## config.mk

```make
export PLATFORM = sky130hd
export DESIGN_NAME = pipeline_sequencer
export DESIGN_NICKNAME = d
export VERILOG_FILES = /design/src/rtl/pipeline_sequencer_pkg.sv /design/src/rtl/pipeline_sequencer_load_use_detect.sv /design/src/rtl/pipeline_sequencer.sv
export SDC_FILE = /design/constraint.sdc
export NUM_CORES = 1
export LEC_CHECK = 0
export ABC_AREA = 1
export BUFFER_PORTS_ARGS = -buffer_cell sky130_fd_sc_hd__buf_2
export CAP_MARGIN = 20
export CORE_UTILIZATION = 39
export CTS_BUF_LIST = sky130_fd_sc_hd__clkbuf_8
export DETAILED_ROUTE_END_ITERATION = 7
export PLACE_DENSITY = 0.86
export SLEW_MARGIN = 20
export SYNTH_ARGS = -nofsm -noshare
export SYNTH_HDL_FRONTEND = slang
export SYNTH_SLANG_ARGS = --single-unit
export TNS_END_PERCENT = 1
```

## constraint.sdc

```tcl
create_clock -name i_clock -period 1.3 [get_ports i_clock]
set_input_delay 0 -clock i_clock [delete_from_list [all_inputs] [get_ports i_clock]]
set_output_delay 0 -clock i_clock [all_outputs]
set_load 0.02 [all_outputs]
```

## src/rtl/pipeline_sequencer_pkg.sv

```systemverilog
// Shared types and constants for the pipeline run/step sequencer.
// The performance counters are built only when PIPE_SEQ_PERF_EN is defined.
package pipeline_sequencer_pkg;

  typedef enum logic [2:0] {
    ST_IDLE      = 3'd0,
    ST_RUN       = 3'd1,
    ST_STEP_WAIT = 3'd2,
    ST_STEP_EXEC = 3'd3,
    ST_DONE      = 3'd4
  } seq_state_t;

  // $zero never carries a real dependency, so it never causes a load-use stall.
  localparam int unsigned ZERO_REG = 0;

endpackage

```

## src/rtl/pipeline_sequencer_load_use_detect.sv

```systemverilog
// Combinational load-use hazard detector, shared with the forwarding unit.
module load_use_detect
  import pipeline_sequencer_pkg::*;
#(
  parameter int REG_SIZE = 5
) (
  input  logic                mem_read,
  input  logic [REG_SIZE-1:0] ex_rt,
  input  logic [REG_SIZE-1:0] rs,
  input  logic [REG_SIZE-1:0] rt,
  output logic                hazard
);

  assign hazard = mem_read
                & (ex_rt != REG_SIZE'(ZERO_REG))
                & ((ex_rt == rs) | (ex_rt == rt));

endmodule

```

## src/rtl/pipeline_sequencer.sv

```systemverilog
// Run/step controller for the five-stage pipeline: enables, flushes, halt freeze.
// Optional cycle/stall counters are built when PIPE_SEQ_PERF_EN is defined.
module pipeline_sequencer
  import pipeline_sequencer_pkg::*;
#(
  parameter int CNT_WIDTH = 32,
  parameter int REG_SIZE  = 5
) (
  input  logic                 i_clock,
  input  logic                 i_reset,
  input  logic                 i_start,
  input  logic                 i_step_mode,
  input  logic                 i_step,
  input  logic                 i_halt_wb,
  input  logic                 i_id_ex_mem_read,
  input  logic [REG_SIZE-1:0]  i_id_ex_rt,
  input  logic [REG_SIZE-1:0]  i_if_id_rs,
  input  logic [REG_SIZE-1:0]  i_if_id_rt,
  input  logic                 i_branch_taken,
  output logic                 o_pipeline_enable,
  output logic                 o_pc_enable,
  output logic                 o_if_id_enable,
  output logic                 o_id_ex_flush,
  output logic                 o_if_id_flush,
  output logic                 o_running,
  output logic                 o_done,
  output logic [CNT_WIDTH-1:0] o_cycle_count,
  output logic [CNT_WIDTH-1:0] o_stall_count
);

  seq_state_t state, state_next;
  logic       en, en_next;
  logic       step_prev;
  logic       step_pulse;
  logic       hz;

  load_use_detect #(
    .REG_SIZE (REG_SIZE)
  ) u_load_use_detect (
    .mem_read (i_id_ex_mem_read),
    .ex_rt    (i_id_ex_rt),
    .rs       (i_if_id_rs),
    .rt       (i_if_id_rt),
    .hazard   (hz)
  );

  // Only the rising edge of i_step counts, so a wide pulse still gives one step.
  assign step_pulse = i_step & ~step_prev;

  always_ff @(posedge i_clock) begin
    if (i_reset) begin
      state     <= ST_IDLE;
      en        <= 1'b0;
      step_prev <= 1'b0;
    end else begin
      state     <= state_next;
      en        <= en_next;
      step_prev <= i_step;
    end
  end

  always_comb begin
    state_next = state;
    case (state)
      ST_IDLE:      if (i_start) state_next = i_step_mode ? ST_STEP_WAIT : ST_RUN;
      ST_RUN:       if (i_halt_wb) state_next = ST_DONE;
      ST_STEP_WAIT: begin
        if (i_halt_wb)       state_next = ST_DONE;
        else if (step_pulse) state_next = ST_STEP_EXEC;
      end
      ST_STEP_EXEC: state_next = i_halt_wb ? ST_DONE : ST_STEP_WAIT;
      ST_DONE:      state_next = ST_DONE;
      default:      state_next = ST_IDLE;
    endcase
    en_next = (state_next == ST_RUN) || (state_next == ST_STEP_EXEC);
  end

  // A taken branch overrides the stall: the stalled instruction is on the wrong path.
  assign o_pipeline_enable = en;
  assign o_if_id_flush     = en & i_branch_taken;
  assign o_id_ex_flush     = en & (i_branch_taken | hz);
  assign o_pc_enable       = en & (i_branch_taken | ~hz);
  assign o_if_id_enable    = en & (i_branch_taken | ~hz);
  assign o_running         = (state != ST_IDLE) && (state != ST_DONE);
  assign o_done            = (state == ST_DONE);

`ifdef PIPE_SEQ_PERF_EN
  logic [CNT_WIDTH-1:0] cycle_count;
  logic [CNT_WIDTH-1:0] stall_count;

  // Saturating counters; they hold at all-ones rather than wrap.
  always_ff @(posedge i_clock) begin
    if (i_reset) begin
      cycle_count <= '0;
      stall_count <= '0;
    end else begin
      if (en && (cycle_count != '1))
        cycle_count <= cycle_count + CNT_WIDTH'(1);
      if (en && hz && !i_branch_taken && (stall_count != '1))
        stall_count <= stall_count + CNT_WIDTH'(1);
    end
  end

  assign o_cycle_count = cycle_count;
  assign o_stall_count = stall_count;
`else
  assign o_cycle_count = '0;
  assign o_stall_count = '0;
`endif

endmodule

```

After elaboration in Yosys (flattened, before gate mapping). Index checks and enable logic that the tools add are counted.

Bits in registers: 5. Input port bits: 23. Output and inout bits: 71. Word-level logic and storage cells: 35.

Eq/ne operators: 9. Muxes and demuxes: 7. Bitwise gates (word level): 11. Reduce and logical (&&, ||, !) cells: 5.

Operators with widths (count): $mux 3 (5); $pmux 3 s5 (1); $eq 5x5->1 (2); $eq 3x2->1 const B (3); $and 1x1->1 (6); $eq 3x1->1 const B (2); $reduce_bool 5->1 (1); $eq 3x3->1 const B (1); $logic_not 3->1 (1); $ne 3x3->1 const B (1); $or 1x1->1 (3); $reduce_bool 3->1 (1); $mux 2 (1); $not 1->1 (2); $logic_and 1x1->1 (1); $logic_or 1x1->1 (1).

Logic depth before layout (Yosys ltp).
Depth after elaboration: 7. Gate-level depth with buffers: 10. Gate-level depth less buffers: 9.

By module. Synthesis repeated with hierarchy kept, for this count alone.

Cell total of the unflattened synthesis: 150. Area total of the unflattened synthesis: 942.2 sq um.

By module, submodules not included: pipeline_sequencer (instances 1, cells an instance 105, area an instance 747.0 sq um, seq. area each 100.1 sq um); load_use_detect (instances 1, cells an instance 45, area an instance 195.2 sq um, seq. area each 0.0 sq um).

Worst setup path before layout. OpenSTA, ideal clock, no wires.

Path type: flip-flop to output port. Start point: reg en, in the netlist o_pipeline_enable. End point: out o_pc_enable. Arrival: 0.944 ns. Required time: 1.300 ns. Setup slack: 0.356 ns. Stages on the path, launching flop included: 4. Buffers on the path: 1. Cell sequence: dfxtp_1 > nand2_1 > nand2_1 > buf_4.

Word-level cells in the longest chain between the ends: 1.

RTL lines: start: declaration (RTL line pipeline_sequencer.sv:32) `logic en, en_next;`; start signal: assignment (RTL line pipeline_sequencer.sv:57) `en <= en_next;`; $and 1x1->1; end: declaration (RTL line pipeline_sequencer.sv:21) `output logic o_pc_enable,`.

Every way passes these cells.

Final worst setup path.
Start point: reg state[1]. End point: out o_done.

Word-level cells in the longest chain between the ends: 1.

RTL lines: start: declaration (RTL line pipeline_sequencer.sv:31) `seq_state_t state, state_next;`; start signal: assignment (RTL line pipeline_sequencer.sv:56) `state <= state_next;`; $eq 3x3->1 (RTL line pipeline_sequencer.sv:85) `assign o_done = (state == ST_DONE);`; end: declaration (RTL line pipeline_sequencer.sv:26) `output logic o_done,`.

Every way passes these cells.

==> impl_metrics.csv <==
group,metric,value,unit
sta,slew_violations,0,
die,rows,17,
synth,synth_edf_count,0,
run,maxCapViolations,0,
setup_path,cp_max_fo,5,
finish,drive_above_1_share,20.99,%
routing,drc,0,
routing,first_pass_iters,2,
routing,wire_per_inst,6.000,um
synth,synth_area_leaders,"buf_4, nand2_1, dfxtp_1",
die,die_w,50.69,um
power_and_ir_drop,swShare,44.23,%
sta,fin_skew,0.001716,ns
global_route,grt_first_pass_wirelength,1.883,mm
sta,clock.fmax,935.1,MHz
run_status,status,"finished, final reports clean",
placed_design,pre_cts_ws,0.3771,ns
power_and_ir_drop,ir_drop,0.3954,mV
power_and_ir_drop,p_int,0.4520,mW
clocking,htree_levels,1,
clocking,cts_root_buffer,"clkbuf_8",
sta,setup_tns,0,ns
synth,synthDistinctLibCells,19,
setup_path,critPathArrivalTime,1.07,ns
synth,synth_common_cells,"buf_4, nand2_1, inv_1, nor2_1, dfxtp_1",
synth,synth_seq_cells,5,
placed_design,gp_congestion,0.7208,
synth,yosysMostFrequentCell,"buf_4",
sta,period_share,82.26,%
sta,finalSetupViolations,0,
die,dieArea,2569,um^2
sta,hold_slack,0.09977,ns
finish,diodes,0,
hold_path,hold_path_class,"in2reg",
power_and_ir_drop,combPwrFrac,44.2,%
clocking,worstSkewPairLatency,0.22,ns
synth,ys_warn_count,0,
die,ios,94,
finish,synthToLayoutAreaGrowth,-0.6766,%
finish,nNetsFinal,205,
global_route,grt_pass1_vias,497,
synth,synth_area,924.6,um^2
routing,ant_nets,0,
power_and_ir_drop,switchingPower,0.3584,mW
synth,synth_top_area_cell,"buf_4",
global_route,grt_use_total,9.956,%
clocking,numCtsBuffers,3,
global_route,grt_max_degree,6,
synth,synthFlopType,"dfxtp_1",
synth,synth-compound-area-share,3.654,%
global_route,grt_overflow_total,0,
power_and_ir_drop,clockPowerShare,34.1,%
clocking,clock_path_buffers,2,
power_and_ir_drop,power_density,882.5,nW/um^2
sta,worst_slack,0.2306,ns
routing,num_vias,721,
sta,hold_viol,0,
global_route,antenna_found_initial,0,
clocking,cts_setup_buffers,0,
power_and_ir_drop,p_leak,0.6391,nW
setup_path,cp-end-kind,"output port",
routing,drt_wl_total,1.254,mm
synth,synth_xor_xnor_area_share,1.894,%
die,coreArea,2233,um^2
placed_design,dp_cells,203,
synth,synthSimpleGateAreaFrac,22.33,%
die,fp.dieH,50.69,um
placed_design,placed_cell_area,853.3,um^2
finish,finish.utilization,41.12,%
synth,synth_top_area_share,52.77,%
setup_path,worstPathRequired,1.30,ns
synth,syn_area_per_cell,6.248,um^2
routing,vias_per_cell,3.450,
synth,syn-instance-count,148,
setup_path,critPathLaunchType,"flop",
clocking,numClockSinks,5,
die,start_util,41.40,%
finish,fin_cells,209,
setup_path,crit_type,"reg2out",
synth,synth_mux_area_share,0,%
clocking,post_cts_resized,0,
synth,synthAdderAreaFrac,0,%
synth,async_flop_share,0,%
placed_design,dp_hpwl,1.083,mm
clocking,cts_tree,"yes",
synth,seq_area_frac_synth,10.83,%
synth,synth_top_family_by_area,"buffers and inverters",
power_and_ir_drop,pwr-share-seq,21.8,%
power_and_ir_drop,power.total,0.8105,mW
sta,rsz0062_at_grt,"no",
routing,drt-initial-drc-count,5,
sta,fin_crit,1.069,ns
clocking,clk_pin_slew,0.04,ns
placed_design,port_buffers,29,
finish,design_area,918.4,um^2
==> timing repair <==
action                                  4_1_cts  5_1_grt
hold endpoints to repair                      3        0
hold buffers                                  2        0
endpoints found under the setup margin        0        0
==> power by group through the flow <==
stage	Combinational, mW	Sequential (mW)	Clock [mW]
2_1_floorplan	0.426	0.180	0
3_3_place_gp	0.349	0.178	0
3_5_place_dp	0.351	0.179	0
4_1_cts	0.357	0.176	0.283
5_1_grt	0.397	0.178	0.298
6_report	0.358	0.176	0.276
==> cells in the final DEF, fill, tap and decap left out <==
cell,n
inv_1,16
nor2_1,10
clkbuf_8,3
nand3_2,1
clkinv_1,1
nor2_2,1
xnor2_1,2
dlygate4sd3_1,2
or2_1,1
nor3b_1,1
a21oi_1,2
o21ai_0,2
o31ai_1,1
nand3_1,2
buf_2,29
conb_1,64
nand4_1,2
nand2_1,31
dfxtp_1,5
inv_2,4
o22ai_1,1
==> final timing paths <==
| kind | start | end | slack, ns | cells past startpoint |
|---|---|---|---|---|
| max reg2reg | state[1] | state[1] | 0.37 | 5 |
| min | i_start | state[0] | 0.1 | 3 |
| max | state[1] | o_done | 0.23 | 4 |
| min reg2reg | step_prev | state[0] | 0.55 | 3 |
==> registers in the layout, summed over array words and instances, names as in the netlist <==
register and flops:
state 3, step_prev 1, o_pipeline_enable 1
==> worst max-delay path, cell delays in order, from the launching register on <==
cell and delay (ns):
dfxtp_1 0.33, nor2_2 0.20, inv_1 0.07, nor2_1 0.09, buf_2 0.17
==> per-layer routing <==
layer  wire length [um]  global-route usage (%)  part of all wire (%)  vias up
li1                   -                       -                     -      378
met1                479                   10.20                    38      289
met2                616                   17.78                    49       50
met3                127                   1.212                    10        4
met4                 29                   8.333                   2.3        0
met5                  0                       0                     0        -
==> cell type report <==
| cell class | count | area, um^2 |
|---|---|---|
| clock buffers | 3 | 41.29 |
| clock inverters | 1 | 3.754 |
| fillers | 252 | 1315 |
| inverters | 20 | 75.07 |
| multi-input cells | 121 | 498.0 |
| flip-flops and latches | 5 | 100.1 |
| well taps | 28 | 35.03 |
| repair buffers | 31 | 165.2 |
==> kinds of logic after synthesis <==
family	Yosys count
other	1
XOR/XNOR	2
flip-flops	5
buffers and inverters	85
AND/OR/NAND/NOR	49
AO/OA/AOI/OAI	6
(Power assumes the default switching activity.)
